--- src/rtl/teller_dispatcher.sv ---
// Teller dispatcher: round-robin calls the queue head to a free, open teller window.
// Optional per-teller service timeout is enabled by defining TELLER_TIMEOUT_EN.
module teller_dispatcher #(
  parameter int unsigned NT          = 3,
  parameter int unsigned CALL_CYCLES = 4,
  parameter int unsigned TW          = 8,
  parameter int unsigned SVC_MAX     = 200
) (
  input  logic          clk,
  input  logic          Reset,
  input  logic [NT-1:0] teller_open,
  input  logic [NT-1:0] teller_done,
  input  logic          empty_flag,
  output logic          dequeue_n,
  output logic          call_valid,
  output logic [1:0]    call_teller,
  output logic [NT-1:0] busy,
  output logic [1:0]    tcount,
  output logic [NT-1:0] overtime
);

  localparam int unsigned CW = $clog2(CALL_CYCLES + 1);

  // Window count and the 2-bit tcount port only agree for three tellers.
  if (NT != 3 || CALL_CYCLES == 0 || SVC_MAX == 0 || SVC_MAX >= (1 << TW)) begin : g_cfg_check
    $error("teller_dispatcher: unsupported parameter set");
  end

  typedef enum logic [1:0] {IDLE, GRANT, CALL, SETTLE} state_t;

  state_t        state, state_d;
  logic [CW-1:0] cnt, cnt_d;
  logic [1:0]    rr, rr_d;
  logic [1:0]    call_teller_d;
  logic          call_valid_d;
  logic          dequeue_n_d;
  logic [NT-1:0] grant_mask;
  logic [NT-1:0] busy_d;
  logic [NT-1:0] expire;
  logic [NT-1:0] elig;
  logic          found;
  logic [1:0]    win;
  logic [1:0]    idx;
  logic [2:0]    sum;

  assign tcount = (teller_open == '0) ? 2'd1
                : 2'(teller_open[0]) + 2'(teller_open[1]) + 2'(teller_open[2]);

  // Round-robin search starting at rr, wrapping modulo 3.
  always_comb begin
    elig  = teller_open & ~busy;
    found = 1'b0;
    win   = 2'd0;
    sum   = 3'd0;
    idx   = 2'd0;
    for (int k = 0; k < 3; k++) begin
      sum = {1'b0, rr} + 3'(k);
      idx = (sum >= 3'd3) ? 2'(sum - 3'd3) : sum[1:0];
      if (!found && elig[idx]) begin
        found = 1'b1;
        win   = idx;
      end
    end
  end

  always_comb begin
    state_d       = state;
    cnt_d         = cnt;
    rr_d          = rr;
    call_teller_d = call_teller;
    call_valid_d  = 1'b0;
    dequeue_n_d   = 1'b1;
    grant_mask    = '0;
    case (state)
      IDLE: begin
        if (!empty_flag && (elig != '0)) state_d = GRANT;
      end
      GRANT: begin
        if (found) begin
          dequeue_n_d     = 1'b0;
          call_teller_d   = win;
          grant_mask[win] = 1'b1;
          rr_d            = (win == 2'd2) ? 2'd0 : win + 2'd1;
          cnt_d           = '0;
          state_d         = CALL;
        end else begin
          state_d = IDLE;
        end
      end
      CALL: begin
        call_valid_d = 1'b1;
        if (cnt == CW'(CALL_CYCLES - 1)) begin
          cnt_d   = '0;
          state_d = SETTLE;
        end else begin
          cnt_d = cnt + CW'(1);
        end
      end
      SETTLE: state_d = IDLE;
      default: state_d = IDLE;
    endcase
  end

`ifdef TELLER_TIMEOUT_EN
  logic [TW-1:0] timer [NT];

  // A done pulse in the expiry cycle wins, so no overtime is reported.
  always_comb begin
    expire = '0;
    for (int i = 0; i < NT; i++) begin
      expire[i] = busy[i] && !teller_done[i] && (timer[i] == TW'(SVC_MAX - 1));
    end
  end

  always_ff @(posedge clk) begin
    for (int i = 0; i < NT; i++) begin
      if (Reset || grant_mask[i]) timer[i] <= '0;
      else if (busy[i])           timer[i] <= timer[i] + TW'(1);
    end
  end
`else
  assign expire = '0;
`endif

  assign busy_d = (busy & ~teller_done & ~expire) | grant_mask;

  always_ff @(posedge clk) begin
    if (Reset) begin
      state       <= IDLE;
      cnt         <= '0;
      rr          <= 2'd0;
      call_teller <= 2'd0;
      call_valid  <= 1'b0;
      dequeue_n   <= 1'b1;
      busy        <= '0;
      overtime    <= '0;
    end else begin
      state       <= state_d;
      cnt         <= cnt_d;
      rr          <= rr_d;
      call_teller <= call_teller_d;
      call_valid  <= call_valid_d;
      dequeue_n   <= dequeue_n_d;
      busy        <= busy_d;
      overtime    <= expire;
    end
  end

endmodule

--- config.mk ---
export PLATFORM = sky130hd
export DESIGN_NAME = teller_dispatcher
export DESIGN_NICKNAME = d
export VERILOG_FILES = /design/src/rtl/teller_dispatcher.sv
export SDC_FILE = /design/constraint.sdc
export NUM_CORES = 1
export LEC_CHECK = 0
export ABC_AREA = 1
export CAP_MARGIN = 20
export CORE_MARGIN = 2
export CORE_UTILIZATION = 48
export DETAILED_ROUTE_END_ITERATION = 6
export HOLD_SLACK_MARGIN = 0.1
export PLACE_DENSITY = 0.78
export SETUP_SLACK_MARGIN = 0.15
export SYNTH_ARGS = -nofsm -noshare
export SYNTH_HDL_FRONTEND = slang
export SYNTH_SLANG_ARGS = --single-unit
--- constraint.sdc ---
create_clock -name clk -period 1.8 [get_ports clk]
set_clock_uncertainty 0.1 [all_clocks]
set_input_delay 0.27 -clock clk [delete_from_list [all_inputs] [get_ports clk]]
set_output_delay 0.27 -clock clk [all_outputs]
set_load 0.05 [all_outputs]
Word-level counts from Yosys, hierarchy flattened --
Cells that the tools add are included.
Word-level totals: bits of input ports 9, bits in registers 14
Operators by class: reductions and logical operators 15, $lt $le $gt $ge 8, bitwise logic cells 6, equal/unequal tests 8, multiplexer cells 30, $add $sub $neg 9
Operators by type and width (number):
- 2-to-1 mux 2 bit | 11
- < comparator 2 x 3 -> 1 bit, second input constant | 4
- 2-to-1 mux 3 bit | 4
- 2-to-1 mux 1 bit | 9
- case mux 2 bit (4 select lines) | 1
- bitwise AND 3 bit | 2
- binary-select mux 1 bit (select 2 bit) | 3
- equality test 2 bit, second input constant | 3
- greater-or-equal comparator 3 x 2 -> 1 bit, second input constant | 2
- inequality test 2 bit, second input constant | 3
- inverter 3 bit | 2
- case mux 3 bit (2 select lines) | 1
- AND reduction 2 bit | 3
- subtractor 2 bit, second input constant | 3
- logical AND 1 bit | 4
- adder 2 x 1 -> 3 bit, second input constant | 1
- adder 2 x 2 -> 3 bit, second input constant | 1
- adder 3 x 1 -> 3 bit, second input constant | 1
- equality test 3 x 2 -> 1 bit, second input constant | 1
- zero test 1 bit | 3
- zero test 3 bit | 1
- bitwise OR 3 bit | 1
- nonzero test 3 bit | 1
- adder 1 x 1 -> 2 bit | 1
- other kinds (10) | 10

Logic depth before layout (Yosys ltp) --
depth after elaboration 18, gate-level depth with buffers 12, gate-level depth less buffers 12

Worst setup path after synthesis --
Ideal clock, no wire load.
kind reg2reg, start point reg busy[0], end point reg cnt[0], path slack 0.126 ns, clock period less this slack 1.674 ns, library setup time 0.066 ns, data required time 1.634 ns, stages on the path, launching flop included 11, data arrival time 1.508 ns, path through dfxtp_1 > inv_1 > nand2_1 > nand2_1 > nand3_1 > nand2_1 > inv_1 > a21boi_4 > nor2_2 > inv_2 > a21oi_2
Between the ends: word-level cells in the longest chain between the ends 13, elaborated cells on any way between the ends 17, classes of those cells eq/ne: 1; mux: 9; bitwise: 2; reduce/logical: 5
Ends and longest elaborated chain:
- start: declaration | RTL line 17 | output logic [NT-1:0] busy,
- start signal: assignment | RTL line 144 | busy <= busy_d;
- inverter 3 bit * | RTL line 51 | elig = teller_open & ~busy;
- bitwise AND 3 bit * | RTL line 51
- binary-select mux 1 bit (select 2 bit) | RTL line 59 | if (!found && elig[idx]) begin
- 2-to-1 mux 1 bit (implied by the code) | RTL line 59
- 2-to-1 mux 1 bit | RTL line 59
- zero test 1 bit | RTL line 59
- logical AND 1 bit | RTL line 59
- 2-to-1 mux 1 bit | RTL line 59
- zero test 1 bit | RTL line 59
- logical AND 1 bit | RTL line 59
- 2-to-1 mux 1 bit * | RTL line 59
- inequality test 2 bit (no line) *
- AND reduction 2 bit (no line) *
- end signal: assignment | RTL line 139 | cnt <= cnt_d;
- end: declaration | RTL line 32 | logic [CW-1:0] cnt, cnt_d;
Mark *: on every way between the ends. The rest lies on a longest branch, timed or not. The select of a mux whose other input is x is not followed. A chain may end at the register's enable or synchronous reset.

Worst setup path after layout --
start point reg rr[0], end point reg busy[0]
Between the ends: word-level cells in the longest chain between the ends 18, elaborated cells on any way between the ends 35, classes of those cells add/sub: 5; order compare: 5; mux: 19; bitwise: 1; reduce/logical: 5
Ends and longest elaborated chain:
- start: declaration | RTL line 33 | logic [1:0] rr, rr_d;
- start signal: assignment | RTL line 140 | rr <= rr_d;
- branches (longest 15 deep; another with adder 2 x 1 -> 3 bit)
- 2-to-1 mux 3 bit * | RTL line 79 | if (found) begin
- 2-to-1 mux 3 bit * | RTL line 74 | case (state)
- bitwise OR 3 bit * | RTL line 125 | assign busy_d = (busy & ~teller_done & ~expire) | grant_mask;
Mark *: on every way between the ends. The select of a mux whose other input is x is not followed.

==> run_results.csv <==
group,metric,value,unit
clock_network,ctsHoldBuffers,0,
timing,fmax,582,MHz
yosys,synth_cell_types,24,
setup_path,endpoint,"busy[0]",
setup_path,crit_type,"register to register",
final_layout,regArea,289,um2
setup_path,reg2reg_slack,0.08,ns
yosys,synth-seq-cells,14,
final_layout,final_nets,166,
yosys,async_flop_share,0,%
setup_path,critical_path.cell_chain,"buf_6 -> ha_4 -> inv_4 -> nand3_2 -> nand2_2 -> a21oi_2 -> nand4_1 -> nand2_1 -> nand3_2 -> a21oi_2",
global_route,grt_pass1_wl,3.17,mm
die,die_h,46.5,um
yosys,synth-edff-count,0,
routing,postRouteWirelength,2.04,mm
die,die_w,46.5,um
final_layout,multiInputGateArea,576,um2
final_layout,area_delta_synth_final,41.8,%
routing,wl_per_cell,11.7,um
timing,finalHoldViolCount,0,
routing,detail_route.vias_per_cell,4.89,
setup_path,crit_path_top_delay_cell,"dfxtp_2",
placement,place_congestion,0.870,
setup_path,crit_arrival,1.83,ns
yosys,synth_area,868,um2
final_layout,fillCellCount,124,
global_route,grt_usage,20.7,%
routing,ant_nets,0,
setup_path,rr_startpoint,"rr[0]",
clock_network,cts_tree,"built",
timing,fin_crit,1.72,ns
setup_path,r2r_cells,10,
routing,vias,856,
final_layout,layout-drive-gt1-share,48.0,%
setup_path,crit_path_start_kind,"register",
yosys,ys.warnings.count,0,
clock_network,clockBufferDepth,2,
clock_network,clk_latency,0.28,ns
setup_path,crit_path_max_incr_delay,0.35,ns
die,die_area,2170,um2
setup_path,cp.required,1.91,ns
final_layout,final_core_util,72.1,%
timing,setup_violations,0,
die,rows,15,
routing,drc,0,
die,core_area,1710,um2
final_layout,antennaDiodeCount,0,
job,maxCapViolations,0,
clock_network,htree_levels,1,
timing,min_period_over_period,95.5,%
routing,firstDrtPassIters,4,
yosys,synthCells,122,
clock_network,cts_buffers,3,
global_route,gr-total-overflow,0,
timing,rsz0062_at_grt,"true",
yosys,ys_seq_area_share,32.3,%
power_and_ir_drop,p_per_area,885,nW/um2
die,start_util,50.8,%
timing,maxSlewViolCount,0,
global_route,grt_antenna_before_repair,0,
clock_network,clock-sinks,14,
yosys,syn_avg_cell_area,7.12,um2
setup_path,cp-end-kind,"register",
placement,io_buffers,17,
yosys,synthFlopType,"dfxtp_1",
global_route,grt_pass1_vias,769,
power_and_ir_drop,total_leakage_power,0.562,nW
hold_path,hp-class,"register to register",
clock_network,clk_pin_slew,0.08,ns
setup_path,r2r-end,"busy[0]",
routing,drt_iter0_markers,9,
placement,dp_hpwl,1.49,mm
run_status,status,"completed",
setup_path,startpoint,"rr[0]",
die,io-pin-count,21,
timing,fin_hold_ws,0.350,ns
global_route,grt_max_degree,9,
power_and_ir_drop,irDropWorstVdd,595,uV
clock_network,root_buffer,"clkbuf_4",
setup_path,cp_max_fo,6,
[worst max-delay path, delay by kind of cell, from the launching register on]
family                     cells  cell delay, ns
adders and majority gates      1            0.17
AOI/OAI and AO/OA              2            0.31
and+or+nand+nor                5            0.56
DFF                            1            0.35
buffers and inverters          2            0.16
[where the power goes]
part	internal [mW]	switching, mW
Clock	0.0776	0.0922
Combinational	0.204	0.352
Sequential	0.342	0.0221
Total	0.624	0.466
[logic make-up after synthesis]
family,share of synthesized area [%]
AO/OA/AOI/OAI,14.7
adder cells (fa/ha/maj),8.07
buffers and inverters,13.0
flip-flops,32.3
other,0.432
AND/OR/NAND/NOR,31.6
[synth_stat cells (2+ instances only)]
library cell  number  area (um2)
nand2_2            2        12.5
nor2_1             8        30.0
dfxtp_1           14         280
o21ai_0            3        15.0
nand3_2            3        30.0
buf_4              3        22.5
ha_1               4        50.1
inv_1             20        75.1
nand3_1           12        60.1
nand4_1            2        12.5
a21oi_1            9        45.0
a31o_2             2        17.5
a21oi_2            2        17.5
or2_2              3        18.8
nand2_1           23        86.3
inv_2              3        11.3
nor2_2             2        12.5
[registers in the layout, summed over array words and instances (netlist names), named ones only]
name	flops
call_teller	2
call_valid	1
cnt	3
busy	3
dequeue_n	1
state	1
rr	2
[metal layers]
metal  vias to the layer above  share of wire, %  track usage (%)
met5                         -                 0                0
met4                         0               1.7             8.57
met3                         5               3.7             3.92
met2                        24                51             33.6
met1                       389                44             26.4
li1                        438                 -                -
[through the flow]
stage / instance area [um2] / instances / worst slack, ns / total power, mW / TNS [ns]
2_1_floorplan: 880 / 124 / 0.161 / 0.706 / 0
3_3_place_gp: 1110 / 171 / -0.182 / 0.816 / -1.85
3_5_place_dp: 1110 / 171 / -0.197 / 0.828 / -2.01
4_1_cts: 1180 / 175 / 0.150 / 1.04 / 0
5_1_grt: 1230 / 175 / 0.00944 / 1.15 / 0
6_report: 1230 / 175 / 0.0808 / 1.09 / 0
[worst min-delay path by stage]
| stage | from | depth (start not counted) | to |
|---|---|---|---|
| after floorplan | cnt[2] | 2 | cnt[2] |
| after global placement | cnt[2] | 2 | cnt[2] |
| after detailed placement | cnt[2] | 2 | cnt[2] |
| after CTS | cnt[2] | 2 | cnt[2] |
| after global routing | cnt[2] | 2 | cnt[2] |
| final | cnt[2] | 2 | cnt[2] |
[cells in the final DEF (no fill, tap or decap), types with 4 or more instances in the layout]
cell / Yosys / layout
a21oi_1: 9 / 4
a21oi_2: 2 / 7
nand2_2: 2 / 9
nand3_2: 3 / 7
buf_4: 3 / 17
clkdlybuf4s50_1: 0 / 5
dfxtp_1: 14 / 9
nand3_1: 12 / 8
nand2_1: 23 / 16
inv_2: 3 / 6
inv_1: 20 / 16
nor2_1: 8 / 8
dfxtp_2: 0 / 4
[layout make-up]
cell class	instances	area share, %
sequential	14	23.5
multi-input combinational	83	46.7
inverter	23	7.22
timing repair buffer	27	18.2
tap	25	2.54
clock buffer	3	1.83
[what timing repair did]
action                     4_1_cts  5_1_grt
pin swaps                        9        4
gates cloned                     0        0
resized for setup               27       16
setup endpoints to repair       14       12
setup buffers                    1        0
(Power assumes the default switching activity.)
